===== config.mk =====
export PLATFORM = sky130hd
export DESIGN_NAME = ram_arb2
export DESIGN_NICKNAME = d
export VERILOG_FILES = /design/src/rtl/ram_arb_pkg.sv /design/src/rtl/ram_arb_pick.sv /design/src/rtl/ram_arb2.sv
export SDC_FILE = /design/constraint.sdc
export NUM_CORES = 1
export LEC_CHECK = 0
export CORE_AREA = 5 5 115 117
export DETAILED_ROUTE_END_ITERATION = 8
export DIE_AREA = 0 0 120 122
export HOLD_SLACK_MARGIN = 0.1
export PLACE_DENSITY_LB_ADDON = 0.08
export REMOVE_ABC_BUFFERS = 1
export SYNTH_ARGS = -nofsm -noshare
export SYNTH_HDL_FRONTEND = slang
export SYNTH_SLANG_ARGS = --single-unit

===== constraint.sdc =====
create_clock -name clk_i -period 3.1 [get_ports clk_i]
set_input_delay 0.62 -clock clk_i [delete_from_list [all_inputs] [get_ports clk_i]]
set_output_delay 0.62 -clock clk_i [all_outputs]
set_load 0.005 [all_outputs]

===== src/rtl/ram_arb_pkg.sv =====
// Shared types and constants for the two-requester RAM port arbiter.
package ram_arb_pkg;

  typedef enum logic [1:0] {
    IDLE  = 2'd0,
    ISSUE = 2'd1,
    RESP  = 2'd2
  } state_t;

  localparam logic REQ0 = 1'b0;
  localparam logic REQ1 = 1'b1;

  localparam logic [3:0] WE_READ = 4'b0000;

  // Widened compare so a depth of 2^30 words does not wrap to zero.
  function automatic logic addr_in_range(input logic [29:0] addr, input int unsigned size);
    return ({2'b00, addr} < 32'(size));
  endfunction

endpackage


===== src/rtl/ram_arb_pick.sv =====
// Winner select for the two requesters; RAM_ARB_FIXED_PRIO_EN makes requester 0
// win every tie, otherwise ties go to the requester that did not win last time.
module ram_arb_pick
  import ram_arb_pkg::*;
(
  input  logic [1:0] stb,
  input  logic       last_grant,
  output logic       grant,
  output logic       valid
);

`ifdef RAM_ARB_FIXED_PRIO_EN
  logic unused_last_grant;
  assign unused_last_grant = last_grant;
`endif

  always_comb begin
    valid = |stb;
    grant = REQ0;
    case (stb)
      2'b01:   grant = REQ0;
      2'b10:   grant = REQ1;
`ifdef RAM_ARB_FIXED_PRIO_EN
      2'b11:   grant = REQ0;
`else
      2'b11:   grant = ~last_grant;
`endif
      default: grant = REQ0;
    endcase
  end

endmodule


===== src/rtl/ram_arb2.sv =====
// Two-requester arbiter sharing one port of a write-first block RAM with 1-cycle read latency.
// Optional build macro: RAM_ARB_FIXED_PRIO_EN (requester 0 always wins ties).
//
// state | meaning
// IDLE  | sample strobes, latch winner's request onto the RAM bus
// ISSUE | RAM port enabled; RAM samples the request at the end of this cycle
// RESP  | RAM read data valid; ack/err/data presented to the owner
module ram_arb2
  import ram_arb_pkg::*;
#(
  parameter int SIZE = 1024
) (
  input  logic        clk_i,
  input  logic        rst_n_i,

  input  logic        r0_stb_i,
  input  logic [3:0]  r0_we_i,
  input  logic [29:0] r0_addr_i,
  input  logic [31:0] r0_data_i,
  output logic [31:0] r0_data_o,
  output logic        r0_ack_o,
  output logic        r0_err_o,

  input  logic        r1_stb_i,
  input  logic [3:0]  r1_we_i,
  input  logic [29:0] r1_addr_i,
  input  logic [31:0] r1_data_i,
  output logic [31:0] r1_data_o,
  output logic        r1_ack_o,
  output logic        r1_err_o,

  output logic        ram_en_o,
  output logic [3:0]  ram_we_o,
  output logic [29:0] ram_addr_o,
  output logic [31:0] ram_data_o,
  input  logic [31:0] ram_data_i
);

  state_t      state;
  logic        owner;
  logic        last_grant;
  logic        err_q;

  logic        win;
  logic        win_vld;
  logic [3:0]  win_we;
  logic [29:0] win_addr;
  logic [31:0] win_data;
  logic        win_in_range;

  ram_arb_pick u_pick (
    .stb        ({r1_stb_i, r0_stb_i}),
    .last_grant (last_grant),
    .grant      (win),
    .valid      (win_vld)
  );

  always_comb begin
    win_we   = r0_we_i;
    win_addr = r0_addr_i;
    win_data = r0_data_i;
    if (win == REQ1) begin
      win_we   = r1_we_i;
      win_addr = r1_addr_i;
      win_data = r1_data_i;
    end
  end

  assign win_in_range = addr_in_range(win_addr, SIZE);

  always_ff @(posedge clk_i) begin
    if (!rst_n_i) begin
      state      <= IDLE;
      owner      <= REQ0;
      last_grant <= REQ1;
      err_q      <= 1'b0;
      ram_en_o   <= 1'b0;
      ram_we_o   <= WE_READ;
      ram_addr_o <= '0;
      ram_data_o <= '0;
    end else begin
      case (state)
        IDLE: begin
          if (win_vld) begin
            owner      <= win;
            last_grant <= win;
            ram_we_o   <= win_we;
            ram_addr_o <= win_addr;
            ram_data_o <= win_data;
            // Out-of-range requests never touch the RAM; the err latch answers them.
            ram_en_o   <= win_in_range;
            err_q      <= ~win_in_range;
            state      <= ISSUE;
          end
        end
        ISSUE: begin
          ram_en_o <= 1'b0;
          ram_we_o <= WE_READ;
          state    <= RESP;
        end
        RESP: begin
          state <= IDLE;
        end
        default: begin
          state <= IDLE;
        end
      endcase
    end
  end

  logic resp;
  assign resp = (state == RESP);

  assign r0_ack_o  = resp & (owner == REQ0);
  assign r1_ack_o  = resp & (owner == REQ1);
  assign r0_err_o  = r0_ack_o & err_q;
  assign r1_err_o  = r1_ack_o & err_q;
  assign r0_data_o = (r0_ack_o && !err_q) ? ram_data_i : 32'h0;
  assign r1_data_o = (r1_ack_o && !err_q) ? ram_data_i : 32'h0;

endmodule


# ---- Yosys cells after proc, flatten, opt, wreduce, memory -nomap -nowiden
# Index checks and enable logic that the tools add are counted.
dict set report op_classes {
  magnitude_cmp 1
  eq_ne 5
  n_mux 12
  bitwise 7
  reduce_logical 8
}
# operator count
set op_table {}
lappend op_table {{$mux 32} 3}
lappend op_table {{$lt 30x11->1 const B} 1}
lappend op_table {{$mux 30} 1}
lappend op_table {{$mux 4} 2}
lappend op_table {{$pmux 4 s2} 1}
lappend op_table {{$eq 2x2->1 const B} 3}
lappend op_table {{$and 1x1->1} 4}
lappend op_table {{$pmux 1 s2} 2}
lappend op_table {{$pmux 2 s2} 1}
lappend op_table {{$reduce_and 2->1} 2}
lappend op_table {{$not 1->1} 3}
lappend op_table {{$eq 2x1->1 const B} 1}
lappend op_table {{$logic_and 1x1->1} 2}
lappend op_table {{$logic_not 2->1} 1}
lappend op_table {{$mux 2} 1}
lappend op_table {{$ne 2x1->1 const B} 1}
lappend op_table {{$reduce_bool 2->1} 1}
lappend op_table {{$reduce_or 2->1} 1}
lappend op_table {{$logic_not 1->1} 1}
lappend op_table {{$mux 1} 1}
dict set report totals {
  register_bits 72
  in_bits 168
  out_inout_bits 135
  wordCells 41
}

# ---- Depth between registers and ports, before layout
dict set report logic_depth {
  word_depth 6
  depth_mapped 7
  mapped_depth_nobuf 4
}

# ---- Modules after synthesis
# From an unflattened synthesis, not the netlist that was laid out.
dict set report unflattened {
  cells_unflattened 414
  area_unflattened_um2 3819.9
}
# mod n_inst cells_each area_each_um2 seq_area_each_um2
set by_module_without_submodules {}
lappend by_module_without_submodules {ram_arb2 1 412 3806.2 1441.4}
lappend by_module_without_submodules {ram_arb_pick 1 2 13.8 0.0}

# ---- Worst setup path before layout
# Ideal clock, no wire load.
dict set report synth_path {
  path_type {register to output}
  start {register state[1]}
  end {output r0_data_o[11]}
  t_arrival_ns 1.145
  required_time_ns 2.480
  slack_ns 1.335
  path_stages_with_launch 5
  path_buffers 1
  path_cell_list {dfxtp_1 -> nor3b_2 -> and2b_1 -> clkbuf_1 -> and2_1}
}
dict set report synth_via {
  elab_chain_len 4
}
# item line_no
set synth_rtl {}
lappend synth_rtl {{start, declared} ram_arb2.sv:39} ;# state_t state;
lappend synth_rtl {{start signal, assigned} ram_arb2.sv:73} ;# state <= IDLE;
lappend synth_rtl {{start signal, assigned} ram_arb2.sv:93} ;# state <= ISSUE;
lappend synth_rtl {{start signal, assigned} ram_arb2.sv:99} ;# state <= RESP;
lappend synth_rtl {{$eq 2x2->1} ram_arb2.sv:112} ;# assign resp = (state == RESP);
lappend synth_rtl {{$and 1x1->1} ram_arb2.sv:114} ;# assign r0_ack_o = resp & (owner == REQ0);
lappend synth_rtl {{via r0_ack_o} ram_arb2.sv:21} ;# output logic r0_ack_o,
lappend synth_rtl {{$logic_and 1x1->1} ram_arb2.sv:118} ;# assign r0_data_o = (r0_ack_o && !err_q) ? ram_data_i : 32'h0;
lappend synth_rtl {{$mux 32} ram_arb2.sv:118}
lappend synth_rtl {{end, declared} ram_arb2.sv:20} ;# output logic [31:0] r0_data_o,
# The timed path passes the listed nets, and every way through them passes these cells.

# ---- Final worst setup path
dict set report layout_path {
  start {register state[1]}
  end {output r0_data_o[31]}
}
dict set report layout_via {
  elab_chain_len 4
}
# item line_no
set layout_rtl {}
lappend layout_rtl {{$eq 2x2->1} ram_arb2.sv:112}
lappend layout_rtl {{$and 1x1->1} ram_arb2.sv:114}
lappend layout_rtl {{$logic_and 1x1->1} ram_arb2.sv:118}
lappend layout_rtl {{$mux 32} ram_arb2.sv:118}
# No other way between the ends.

==> key figures <==
Run status
  • Status: complete, no violations

Clock network
  • Sinks on Clock Net: 72
  • Clock transition at the registers of the reported paths: approximately 60 ps
  • Post-CTS Resized: 0
  • Hold_buf cts: 0
  • Number of CTS-inserted buffers: 9
  • Setup bufs post-CTS: 0
  • CTS max path bufs: 2
  • Cell chosen for the clock root: clkbuf_16
  • CTS tree: yes
  • H-tree depth: 3
  • Clk_lat worst skew: approximately 330 ps

Pwr
  • Pwr Total: 0.00288 W
  • Pwr/cell area: approximately 400 mW/mm²
  • P_leak: 3.31 nW
  • P_int: 0.00212 W
  • Clock share of power: 33.5%
  • Sw frac: 26.4%
  • Sequential Power Share: 37.7%
  • Logic pwr share: 28.8%
  • P_sw: 0.000760 W
  • Maximum vdd ir drop: 0.230 mV

Synthesis
  • Post-synth top area share: 37.0%
  • Synth top area cells: dfxtp_1 37%, mux2i_1 16%, o211a_1 16%
  • Unique cell type count in the Yosys netlist: 33
  • Cell with the most instances after synthesis: dfxtp_1
  • Synth async-reset ratio: 0%
  • Post-Syn Area per Cell: about 9.4 µm²
  • Synth area leader: dfxtp_1
  • Top FF cell, synth: dfxtp_1
  • Sequential cell area fraction in the yosys report: 37.0%
  • Post-synth top cells: 72 x dfxtp_1, 67 x and2_1, 65 x nand2_1, 61 x mux2i_1, 61 x o211a_1
  • Syn. warnings: 0
  • Synth Instances: 413
  • Post-synthesis register bit count: 72
  • Mapped cell area: 0.00390 mm²
  • Post-synth EDFFs: 0

GRT
  • Number of global-route vias before repair: 4160
  • Initial antenna violation count: 0
  • Largest net degree at the start of global routing: 76
  • All-Layer GR Usage: a little under a fifth
  • Global route overflow: 0
  • Global-route wire length before repair: around 22 mm

STA
  • Clock skew: 6.67 ps
  • RSZ-0062 raised after global routing: false
  • Final worst-path cycle share: between 80% and 90%
  • Final Slew Violations: 0
  • Max_slew headroom: 65.6%
  • Worst Tran Pin Value: 516 ps
  • Fin. Hold Viols: 0
  • Hold Worst Slack: 495 ps
  • Final min period: 2740 ps
  • Max Freq: 365 MHz
  • # setup viols final: 0

Final layout
  • Net count, final: 866
  • Ant diodes: 0
  • Fraction of layout cells with a size suffix above 1: 4.69%
  • Post-Layout Cell Count: 853
  • Area growth syn-to-layout: 86.6%

Worst setup path
  • Data arrival, critical path: between 2000 and 2500 ps
  • Slowest CP cell: clkdlybuf4s50_1
  • Crit path capture type: output pin
  • Worst-path cell chain: nor3b_2 -> and2b_1 -> buf_4 -> and2_1 -> clkdlybuf4s50_1
  • Worst-path maximum fanout: 32
  • CP Buf/Inv Count: 2
  • Worst EP required: 2480 ps
  • Max incr delay on CP: roughly 520 ps
  • R2R cell count: 5
  • Crit. path cell count: 5
  • Crit path kind: reg -> out
  • CP top delay family: buffers and inverters
  • Crit start category: flop

Placement
  • IO buf count: 302
  • GPL Wtd Cong: 0.793
  • Placed Cells: 837
  • Post-DP HPWL: 11.7 mm

Floorplan
  • Die H: 122 µm
  • IO Count: 303
  • Site row count: 41
  • Area of the core: 0.0123 mm²
  • Die Wd: 120 µm
  • Starting Density: 31.8%
  • Die Area: 0.0146 mm²

Min path
  • Hold Path Class: reg -> reg
  • Hold Crit Depth: 1

Drt
  • Final wirelength: 14.3 mm
  • Detailed-route DRC error count: 0
  • DR vias/cell: 4.86
  • Pre-Repair DR Iteration Count: 4
  • 1st-iter DRT viols: 142
  • Detail Route Antenna Nets: 0
  • Detailed-route via count: slightly above 4000
  • Wirelength per Cell: 16.8 µm

Flow run
  • Max Cap Viol: 0
[metrics by stage]
stage               setup TNS [ps]  instance area, µm²  setup slack [ps]  util (%)
global placement                 0                6990               664      57.0
global route                     0                7270               198      59.3
finish                           0                7270               361      59.3
CTS                              0                7270               314      59.3
detailed placement               0                6990               656      57.0
floorplan                  -111240                3670             -1680         -
[state kept, by name (all words and copies together), names as in the netlist]
register	flops
ram_addr_o	30
ram_data_o	32
owner	1
state	2
last_grant	1
err_q	1
ram_en_o	1
ram_we_o	4
[per-layer routing]
layer,track usage (%),routed length (µm)
met1,19.1,5200
met2,35.3,7530
met3,7.24,1430
met4,4.72,146
met5,0,0
[worst register-to-register path, cell delays in order (launching register included)]
cell	delay [ps]
dfxtp_1	340
a21boi_4	330
buf_12	260
mux2i_1	300
nand2_1	90
o211a_1	150
[cell usage in the layout (no fill, tap or decap), drive strengths merged]
master	Yosys	layout
a41o	1	1
nor3	4	4
inv	0	1
mux2	4	4
clkdlybuf4s50	0	301
dfxtp	72	72
clkbuf	18	10
or3	1	1
and3b	1	1
nor4	6	6
a211oi	1	1
a22oi	4	4
o21ai	4	4
o211a	61	61
and2	67	67
and2b	2	2
a31oi	1	1
nor3b	1	1
buf	18	9
nor2b	5	5
nand2	65	65
or2	1	1
nor2	7	7
mux2i	61	61
clkinvlp	0	4
and3	1	1
clkinv	0	1
nand4	2	2
nand3	3	3
a21boi	2	2
[power groups by stage]
| stage | logic, W | registers, W | clock network, W |
|---|---|---|---|
| final | 0.000830 | 0.00109 | 0.000967 |
| after global routing | 0.000902 | 0.00110 | 0.00105 |
| after CTS | 0.000846 | 0.00109 | 0.000996 |
| after detailed placement | 0.000842 | 0.00111 | 0 |
| after global placement | 0.000833 | 0.00110 | 0 |
| after floorplan | 0.000309 | 0.00111 | 0 |
[worst paths after layout]
path,startpoint,to,slack (ps)
setup reg to reg,last_grant,ram_addr_o[15],1520
hold reg to reg,ram_data_o[5],ram_data_o[5],500
setup / recovery,state[1],r0_data_o[31],360
hold / removal,ram_data_o[5],ram_data_o[5],500
[kinds of logic after synthesis]
kind of cell | synth area share, %
AND/OR/NAND/NOR | 22.2
buffers and inverters | 5.78
multiplexers | 16.8
AO/OA/AOI/OAI | 18.2
flip-flops | 37.0
[cell type report]
| class | instances | area [µm²] |
|---|---|---|
| sequential | 72 | 1440 |
| tap | 150 | 188 |
| fill | 1130 | 4990 |
| timing repair buffer | 310 | 3120 |
| clock inverter | 6 | 43.8 |
| clock buffer | 10 | 239 |
| multi-input combinational | 305 | 2240 |
Power figures use the tool's default switching activity.
